**src/rtl/cpu_types_pkg.sv**
```systemverilog
// Shared CPU types: machine word and the instruction-cache address split.
package cpu_types_pkg;

  typedef logic [31:0] word_t;

  localparam int unsigned ITAG_W  = 26;
  localparam int unsigned IIDX_W  = 4;
  localparam int unsigned IFRAMES = 16;

  typedef struct packed {
    logic [ITAG_W-1:0] tag;
    logic [IIDX_W-1:0] idx;
    logic [1:0]        bytoff;
  } icachef_t;

endpackage

```
**src/rtl/icache.sv**
```systemverilog
// Direct-mapped, read-only instruction cache: 16 one-word frames, single
// outstanding fill to the memory controller, saturating hit/miss counters.
module icache
  import cpu_types_pkg::*;
(
  input  logic        CLK,
  input  logic        RST,
  input  logic        imemREN,
  input  word_t       imemaddr,
  output logic        ihit,
  output word_t       imemload,
  output logic        iREN,
  output word_t       iaddr,
  input  logic        iwait,
  input  word_t       iload,
  output logic [15:0] hit_cnt,
  output logic [15:0] miss_cnt
);

  typedef enum logic {StIdle, StFetch} state_e;

  state_e               state_q, state_d;
  icachef_t             miss_addr_q, miss_addr_d;
  logic [IFRAMES-1:0]   valid_q;
  logic [ITAG_W-1:0]    tag_q  [IFRAMES];
  word_t                data_q [IFRAMES];
  logic [15:0]          hit_cnt_q, miss_cnt_q;

  icachef_t req;
  logic     lookup_hit;
  logic     fill;

  assign req        = icachef_t'(imemaddr);
  assign lookup_hit = valid_q[req.idx] && (tag_q[req.idx] == req.tag);

  always_comb begin
    state_d     = state_q;
    miss_addr_d = miss_addr_q;
    ihit        = 1'b0;
    imemload    = '0;
    iREN        = 1'b0;
    iaddr       = '0;
    fill        = 1'b0;
    unique case (state_q)
      StIdle: begin
        if (imemREN) begin
          if (lookup_hit) begin
            ihit     = 1'b1;
            imemload = data_q[req.idx];
          end else begin
            miss_addr_d = req;
            state_d     = StFetch;
          end
        end
      end
      StFetch: begin
        // The fetch stage's current address is ignored here: the latched fill always completes.
        iREN  = 1'b1;
        iaddr = word_t'(miss_addr_q);
        if (!iwait) begin
          fill    = 1'b1;
          state_d = StIdle;
        end
      end
      default: state_d = StIdle;
    endcase
  end

  always_ff @(posedge CLK or posedge RST) begin
    if (RST) begin
      state_q     <= StIdle;
      miss_addr_q <= '0;
      valid_q     <= '0;
      hit_cnt_q   <= '0;
      miss_cnt_q  <= '0;
    end else begin
      state_q     <= state_d;
      miss_addr_q <= miss_addr_d;
      if (fill) begin
        valid_q[miss_addr_q.idx] <= 1'b1;
      end
      if (ihit && (hit_cnt_q != 16'hFFFF)) begin
        hit_cnt_q <= hit_cnt_q + 16'd1;
      end
      if (fill && (miss_cnt_q != 16'hFFFF)) begin
        miss_cnt_q <= miss_cnt_q + 16'd1;
      end
    end
  end

  // Tag/data need no reset: the valid bits alone gate every lookup.
  always_ff @(posedge CLK) begin
    if (fill && !RST) begin
      tag_q[miss_addr_q.idx]  <= miss_addr_q.tag;
      data_q[miss_addr_q.idx] <= iload;
    end
  end

  assign hit_cnt  = hit_cnt_q;
  assign miss_cnt = miss_cnt_q;

endmodule

```
**config.mk**
```make
export PLATFORM = sky130hd
export DESIGN_NAME = icache
export DESIGN_NICKNAME = d
export VERILOG_FILES = /design/src/rtl/cpu_types_pkg.sv /design/src/rtl/icache.sv
export SDC_FILE = /design/constraint.sdc
export NUM_CORES = 1
export LEC_CHECK = 0
export BUFFER_PORTS_ARGS = -buffer_cell sky130_fd_sc_hd__buf_4
export CAP_MARGIN = 20
export CORE_MARGIN = 2
export CORE_UTILIZATION = 30
export DETAILED_ROUTE_END_ITERATION = 6
export PLACE_DENSITY = 0.55
export SYNTH_ARGS = -nofsm -noshare
export SYNTH_HDL_FRONTEND = slang
export SYNTH_SLANG_ARGS = --single-unit
```
**constraint.sdc**
```tcl
create_clock -name CLK -period 9.9 [get_ports CLK]
set_input_delay 1.98 -clock CLK [delete_from_list [all_inputs] [get_ports CLK]]
set_output_delay 1.98 -clock CLK [all_outputs]
set_load 0.01 [all_outputs]
```
Word-level counts from Yosys, hierarchy flattened --
Memory sizes are Yosys's and may differ from the RTL's. Cells that the tools add are included.
Word-level totals: register bits after elaboration 81, latch bits 0, RAM bits 928, bits in read-only memories 0, input bits 68, memories kept 2
Memories:
- data_q | words 16, bits a word 32, read ports 1, clocked after Yosys merged registers in 0, write ports 1, line icache.sv:26 | word_t data_q [IFRAMES];
- tag_q | words 16, bits a word 26, read ports 1, clocked after Yosys merged registers in 0, write ports 1, line icache.sv:25 | logic [ITAG_W-1:0] tag_q [IFRAMES];
Operators by class: add/sub/neg operators 2, $mul 0, divide/modulo/power cells 0, $lt $le $gt $ge 3, equality and inequality tests 3, shift operators 0, mux-type cells 20, bitwise logic cells 3, reductions and logical operators 7
Operators with widths (number):
- $mux 32 | 4
- $add 16x1->16 const B | 2
- $ne 16x16->1 const B | 2
- $eq 26x26->1 | 1
- $or 16x16->16 | 1
- $mux 1 | 13
- $lt 4x5->1 const B | 2
- $logic_and 1x1->1 | 5
- $bmux 1 s4 | 1
- $demux 1 s4 | 1
- $ge 4x1->1 const B | 1
- $reduce_and 3->1 | 1
- $not 1->1 | 2
- $pmux 1 s2 | 1
- $logic_not 1->1 | 1

Logic depth before layout (Yosys ltp) --
Gate-level depths: netlist of run 1.
depth after elaboration 7, mapped depth 13, gate-level depth less buffers 8

Worst setup path before layout of run 1 --
OpenSTA, ideal clock, no wires.
kind input port to flip-flop, from input port RST, to memory data_q[12][0] in the netlist's numbering, enable pin, setup time 545 ps, data arrival time 8074 ps, data required time 9355 ps, slack 1282 ps, stages 3, path buffers 0, path through inv_1 nand2b_1 nor3_1
Between the ends: cells in the longest elaborated chain, start to end 4
RTL lines:
- start, declared | line icache.sv:7 | input logic RST,
- $logic_not 1->1 | line icache.sv:93 | if (fill && !RST) begin
- $logic_and 1x1->1 | line icache.sv:93
- $mux 1 | line icache.sv:93
- $mux 1 (not written as such) | line icache.sv:95 | data_q[miss_addr_q.idx] <= iload;
- end, declared | line icache.sv:26
Every way passes these cells.

Worst setup path after layout of run 1 --
from input port imemaddr[3], to output port imemload[1]
Between the ends: cells in the longest elaborated chain, start to end 6, elaborated cells on any way between the ends 9, those cells by class eq/ne (1); mux (5); reduce/logical (1); memory (2)
RTL lines:
- start, declared | line icache.sv:9 | input word_t imemaddr,
- $mem_v2 16x26 / $bmux 1 s4 (equally long branches)
- $eq 26x26->1 / $mux 1 (equally long branches) | line icache.sv:34 | assign lookup_hit = valid_q[req.idx] && (tag_q[req.idx] == req.tag);
- $logic_and 1x1->1 | line icache.sv:34
- $mux 32 * | line icache.sv:47 | if (lookup_hit) begin
- $mux 32 * | line icache.sv:46 | if (imemREN) begin
- $mux 32 * | line icache.sv:44 | unique case (state_q)
- end, declared | line icache.sv:11 | output word_t imemload,
Mark *: on every way between the ends. The rest lies on a longest branch, timed or not. The select of a mux whose other input is x is not followed.

==> flow_summary_export.csv, run 1 <==
group,metric,value,unit
placed_design,dp_hpwl,57300,um
global_route,grt_max_degree,84,
yosys,synth_area_leaders,"edfxtp_1 (70%), mux4_2 (14%), dfrtp_1 (5.1%)",
yosys,syn_avg_cell_area,21.2,um2
detailed_routing,ant_nets,0,
detailed_routing,drt_iter0_markers,1542,
power_and_ir_drop,power-per-cell-area,206,nW/um2
power_and_ir_drop,p_sw_frac,0.228,
placed_design,finalWeightedCongestion,0.782,
floorplan,row_count,133,
sta,finalCritPeriodShare,0.845,
yosys,synthesis.nets,1950,
run_status,status,"finished clean",
worst_setup_path,critPathRequiredTime,7.92,ns
worst_setup_path,end_kind,"output port",
clock_tree,htree_levels,3,
floorplan,die_w,369,um
global_route,antenna_found_initial,7,
floorplan,core_area,132000,um2
cells_and_area,syn2layout_area_growth,17.1,%
yosys,synth-seq-area-share,0.749,
detailed_routing,vias,19688,
placed_design,place_area,43300,um2
sta,fin_tns_setup,0,ns
worst_setup_path,crit_path_max_fanout,51,
global_route,globalRoute.totalOverflow,0,
yosys,synth_edf_count,928,
sta,period_needed,8.36,ns
yosys,synthesis.instances,1880,
sta,relSlewSlack,0.280,
yosys,synth_top_area_share,0.698,
clock_tree,numClockSinks,1009,
cells_and_area,fin_nets,2173,
worst_setup_path,start_kind,"input pin",
power_and_ir_drop,leakage,0.0153,uW
cells_and_area,most-common-layout-cells,"edfxtp_1 (928), mux4_2 (248), buf_4 (206)",
power_and_ir_drop,pwr-share-seq,0.524,
yosys,synth_ff_type,"edfxtp_1",
sta,grt_setup_unrepaired,"no",
power_and_ir_drop,power_frac_clock,0.407,
sta,finalClockSkew,0.0367,ns
yosys,ys.warnings.count,0,
yosys,yosys_register_bits,1009,
power_and_ir_drop,internal_power,7430,uW
detailed_routing,drc,0,
floorplan,die_h,369,um
yosys,synth-async-reset-ratio,0.0803,
run,drv_cap,0,
floorplan,io_pins,166,
worst_setup_path,worstPathArrival,6.38,ns
placed_design,io_buffers,165,
worst_hold_path,worstHoldPathType,"reg2reg",
power_and_ir_drop,ir_drop,146,uV
detailed_routing,wl,103000,um
yosys,synth_area_leader_cell,"edfxtp_1",
yosys,synth.distinct_cells,66,
yosys,syn_area,39900,um2
detailed_routing,wl_per_cell,26.1,um
clock_tree,clkLatencyLatePin,0.70,ns
sta,finalHoldViolCount,0,
sta,slew_violations,0,
cells_and_area,final_area,46800,um2
clock_tree,cts_buffer_depth,3,
cells_and_area,layout_commonest_cell,"edfxtp_1",
global_route,grt_pass1_wl,148000,um
cells_and_area,drive_gt1_frac,0.319,
global_route,grt_pass1_vias,20429,
clock_tree,cts_tree,"yes",
power_and_ir_drop,p_sw,2190,uW
global_route,track_usage,0.151,
floorplan,dieArea,136000,um2
clock_tree,post_cts.repair.setup_buffers,0,
clock_tree,post_cts_resize_count,0,
worst_setup_path,crit_type,"in2out",
clock_tree,cts_made_buffers,104,
sta,setup_viol,0,
clock_tree,cts_hold_buf,0,
floorplan,start_util,0.303,
detailed_routing,avgViaCountPerCell,4.99,
sta,max_slew.worst_pin.slew,1.08,ns
clock_tree,clock-root-buffer,"clkbuf_16",
sta,max_freq,0.120,GHz
clock_tree,clk_pin_slew,0.07,ns
power_and_ir_drop,p_comb_frac,0.068,
detailed_routing,firstDrtPassIters,5,
[synthesized netlist by cell type (17+ instances only)]
library cell and instances:
dfrtp_1 81, buf_1 17, nor2_1 43, nor2b_2 25, and2_1 33, xnor2_1 25
mux4_2 248, clkbuf_1 33, mux2_2 31, nor4_1 23, mux2i_1 75, nand3_1 28
nor2b_1 17, nand2_1 42, xor2_1 32, edfxtp_1 928
[sequential cells by signal, indices dropped and copies added (netlist names)]
| signal | cells |
|---|---|
| data_q | 512 |
| tag_q | 416 |
| miss_addr_q | 32 |
| hit_cnt | 16 |
| miss_cnt | 16 |
| valid_q | 16 |
| state_q | 1 |
[worst paths after layout]
check / start / endpoint / slack (ns) / cells after the start
worst min-delay path: valid_q[2] / valid_q[2] / 0.46 / 1
max in group asynchronous: RST / state_q / 7.34 / 3
worst max register to register: tag_q[11][7] / miss_addr_q[31] / 5.47 / 9
min in group asynchronous: RST / miss_cnt[10] / 1.37 / 2
worst max-delay path: imemaddr[3] / imemload[1] / 1.54 / 11
worst min register to register: valid_q[2] / valid_q[2] / 0.46 / 1
[final cells by class]
class,count,area [um2]
fill,12157,85000
sequential,1009,29900
multi-input combinational,768,9580
clock buffer,127,2740
tap,1755,2200
timing repair buffer,211,1640
clock inverter,68,678
inverter,9,37.5
antenna,1,2.50
[logic make-up after synthesis]
kind of cell / Yosys count / share of synthesized area
simple gates: 261 / 0.0370
fa+ha+maj: 2 / 0.000627
flops: 1009 / 0.749
xor+xnor: 57 / 0.0125
buf+inv: 103 / 0.0143
mux: 365 / 0.171
compound gates: 83 / 0.0164
[routing by layer]
layer,vias to the layer above,share of wire,track usage
met5,-,0.00054,0
met4,10,0.022,0.0385
met3,154,0.058,0.0310
met2,596,0.49,0.248
met1,10702,0.43,0.203
li1,8226,-,-
[power groups by stage]
| stage | combinational [uW] | clock (uW) | sequential, uW |
|---|---|---|---|
| 2_1_floorplan | 401 | 0 | 5060 |
| 3_3_place_gp | 667 | 0 | 5120 |
| 3_5_place_dp | 674 | 0 | 5140 |
| 4_1_cts | 676 | 4010 | 5050 |
| 5_1_grt | 710 | 4190 | 5070 |
| 6_report | 658 | 3920 | 5050 |
[worst max-delay path, stage by stage]
cell and delay (ns):
buf_6 0.33, buf_12 0.37, nor2b_1 0.81, a22oi_1 0.25, a211o_1 0.34, nand3_1 0.11
o2111a_1 0.22, nand3_2 0.40, or4_4 1.00, nor2b_1 0.25, buf_4 0.14
[stage by stage]
step	hold slack, ns	util	total power [uW]	worst slack [ns]	instances
after floorplan	0.423	-	5470	1.28	1880
after global placement	0.435	0.329	5780	1.56	3751
after detailed placement	0.445	0.329	5810	1.49	3752
after CTS	0.460	0.355	9740	1.50	3947
after global routing	0.470	0.355	9970	1.29	3947
final	0.459	0.355	9620	1.54	3948
No activity file was read; power rests on OpenSTA's default activity.
==> run 2, diff against run 1 <==
ABC_AREA = 1   (was default)
PLACE_DENSITY = 0.56   (was 0.55)
clock period = 7.3 ns   (was 9.9 ns; I/O delays follow)
==> run 2 against run 1 <==
Net effect:
- the flow now finishes with violations (design-rule violations)
- core utilization is 0.45 points lower
- clock skew fell by 0.0018 ns
- sequential share of layout area is 2.8 points lower
- non-clock buffer count rose by 20
- first-iteration DRC count up 110%
- critical path depth increased by 4
==> flow_summary_export.csv, run 2 <==
group,metric,value,unit
cells_and_area,drive_gt1_frac,0.112,
worst_setup_path,crit_type,"in2out",
sta,finalHoldViolCount,0,
yosys,synthXorXnorAreaFrac,0.00333,
floorplan,start_util,0.302,
worst_setup_path,critPathRequiredTime,5.84,ns
global_route,grt_max_degree,193,
clock_tree,cts_tree,"yes",
clock_tree,cts_buffer_depth,3,
cells_and_area,fill_cells,13786,
yosys,ys.warnings.count,0,
worst_setup_path,end_kind,"output port",
cells_and_area,fin_nets,3875,
run,drv_cap,0,
detailed_routing,avgViaCountPerCell,4.97,
sta,finalClockSkew,0.0349,ns
clock_tree,post_cts.repair.setup_buffers,0,
worst_hold_path,holdPathEnd,"valid_q[9]",
global_route,track_usage,0.170,
clock_tree,clkLatencyLatePin,0.73,ns
worst_hold_path,holdPathStages,2,
yosys,synth_top_family_by_area,"simple AND/OR/NAND/NOR gates",
yosys,synth_compound_area_frac,0.0754,
sta,period_needed,6.25,ns
sta,max_freq,0.160,GHz
yosys,synth_ff_type,"edfxtp_1",
yosys,synth_top_area_share,0.661,
worst_setup_path,worstReg2RegStart,"state_q",
yosys,synth-async-reset-ratio,0.0803,
power_and_ir_drop,leakage,0.0185,uW
yosys,synth-seq-area-share,0.709,
yosys,synth.most_common_cell,"nand2_1",
sta,setup_viol,0,
placed_design,finalWeightedCongestion,0.824,
global_route,grt_pass1_vias,27333,
detailed_routing,wl,124000,um
power_and_ir_drop,power-per-cell-area,268,nW/um2
yosys,synth.distinct_cells,35,
yosys,synthesis.nets,3754,
worst_hold_path,worstHoldPathType,"reg2reg",
detailed_routing,ant_nets,0,
worst_setup_path,crit_path_max_fanout,166,
floorplan,dieArea,143000,um2
sta,max_slew.worst_pin.slew,1.14,ns
yosys,synth_edf_count,928,
floorplan,die_h,379,um
floorplan,die_w,379,um
clock_tree,cts_hold_buf,0,
clock_tree,clk_pin_slew,0.06,ns
power_and_ir_drop,ir_drop,200,uV
global_route,grt_pass1_wl,181000,um
cells_and_area,regMostFlops,"data_q",
cells_and_area,most-common-layout-cells,"nand2_1 (1096), edfxtp_1 (928), nand3_1 (349)",
cells_and_area,reg_top3,"data_q (512), tag_q (416), miss_addr_q (32)",
clock_tree,post_cts_resize_count,0,
clock_tree,cts_made_buffers,109,
yosys,synth_area_leaders,"edfxtp_1 (66%), nand2_1 (9.8%), dfrtp_1 (4.8%)",
cells_and_area,syn2layout_area_growth,16.0,%
yosys,synthAdderAreaFrac,0.000594,
cells_and_area,register_area,29900,um2
detailed_routing,drc,2,
worst_setup_path,r2r_slack,4.05,ns
global_route,antenna_found_initial,14,
global_route,globalRoute.totalOverflow,0,
power_and_ir_drop,total_power,13100,uW
cells_and_area,largest_register_ffs,512,
yosys,syn_avg_cell_area,11.4,um2
run_status,status,"complete, but fails checks",
yosys,ys_top_cells_by_count,"nand2_1 (1096), edfxtp_1 (928), nand3_1 (349)",
cells_and_area,layout_commonest_cell,"nand2_1",
worst_setup_path,reg2regPathDepth,6,
clock_tree,numClockSinks,1009,
yosys,synth_simple_gate_area_frac,0.159,
detailed_routing,firstDrtPassIters,7,
yosys,synth_area_leader_cell,"edfxtp_1",
placed_design,dp_hpwl,65800,um
worst_hold_path,hp-start,"valid_q[9]",
yosys,syn_area,42100,um2
floorplan,core_area,140000,um2
clock_tree,clock-root-buffer,"clkbuf_16",
detailed_routing,drt_iter0_markers,3309,
sta,relSlewSlack,0.237,
cells_and_area,multiInputGateArea,10200,um2
sta,grt_setup_unrepaired,"no",
yosys,synth_mux_area_frac,0,
sta,fin_tns_setup,0,ns
placed_design,io_buffers,165,
sta,slew_violations,0,
worst_setup_path,worstPathArrival,4.79,ns
clock_tree,htree_levels,3,
yosys,synthesis.instances,3684,
detailed_routing,vias,28728,
sta,finalCritPeriodShare,0.856,
worst_setup_path,start_kind,"input pin",
run_status,violations,"design-rule violations",
yosys,yosys_register_bits,1009,
floorplan,row_count,137,
detailed_routing,wl_per_cell,21.5,um
worst_setup_path,regToRegEndpoint,"data_q[4][3]",
floorplan,io_pins,166,
run 2: worst max-delay path, stage by stage:
cell,delay [ns]
clkbuf_8,0.13
buf_12,0.59
nand3_1,0.15
nand3_1,0.13
nand3_1,0.19
nand3_1,0.25
nand2_1,0.09
nor2_1,0.12
nand2_1,0.06
nor2_1,0.12
nand2_1,0.14
nor2_4,0.14
nand2_4,0.18
nor2_1,0.54
buf_4,0.23
run 2: worst max-delay path by stage:
stage,to,slack (ns),start
4_1_cts,imemload[16],1.16,imemaddr[2]
6_report,imemload[5],1.05,imemaddr[3]
3_5_place_dp,imemload[16],1.16,imemaddr[2]
2_1_floorplan,data_q[0][0],0.60,RST
5_1_grt,imemload[25],0.93,imemaddr[3]
3_3_place_gp,imemload[16],1.14,imemaddr[2]
run 2: final cells by class:
cell class	instances	area share
multi-input cells	2167	0.208
diodes	4	0.000205
well taps	1876	0.0480
inverters	287	0.0227
flip-flops and latches	1009	0.612
repair buffers	231	0.0391
clock inverters	67	0.0114
clock buffers	137	0.0588
run 2: kinds of logic after synthesis:
| group | Yosys count |
|---|---|
| buffers and inverters | 508 |
| XOR/XNOR | 16 |
| adder cells (fa/ha/maj) | 2 |
| flip-flops | 1009 |
| AO/OA/AOI/OAI | 515 |
| AND/OR/NAND/NOR | 1634 |
run 2: where the power goes:
part | internal (uW) | total (uW) | switching (uW) | leakage [uW]
clock | 3030 | 5350 | 2310 | 0.00166
combinational | 289 | 975 | 686 | 0.00747
sequential | 6550 | 6760 | 205 | 0.00935
run 2: through the flow:
step	worst slack, ns	utilization	cells	hold WS [ns]	instance area, um2
final	1.05	0.350	5778	0.450	48900
after global routing	0.934	0.350	5777	0.468	48900
after CTS	1.16	0.350	5773	0.454	48900
after detailed placement	1.16	0.326	5569	0.440	45400
after global placement	1.14	0.325	5568	0.436	45400
after floorplan	0.601	-	3684	0.423	42100
run 2: routing by layer:
layer  part of all wire  vias up  wire length (um)  global-route usage
met5            0.00077        -                96                   0
met4              0.024       16              2980              0.0480
met3              0.086      196             10700              0.0394
met2               0.45     1136             55400               0.257
met1               0.44    14278             55000               0.243
li1                   -    13102                 -                   -
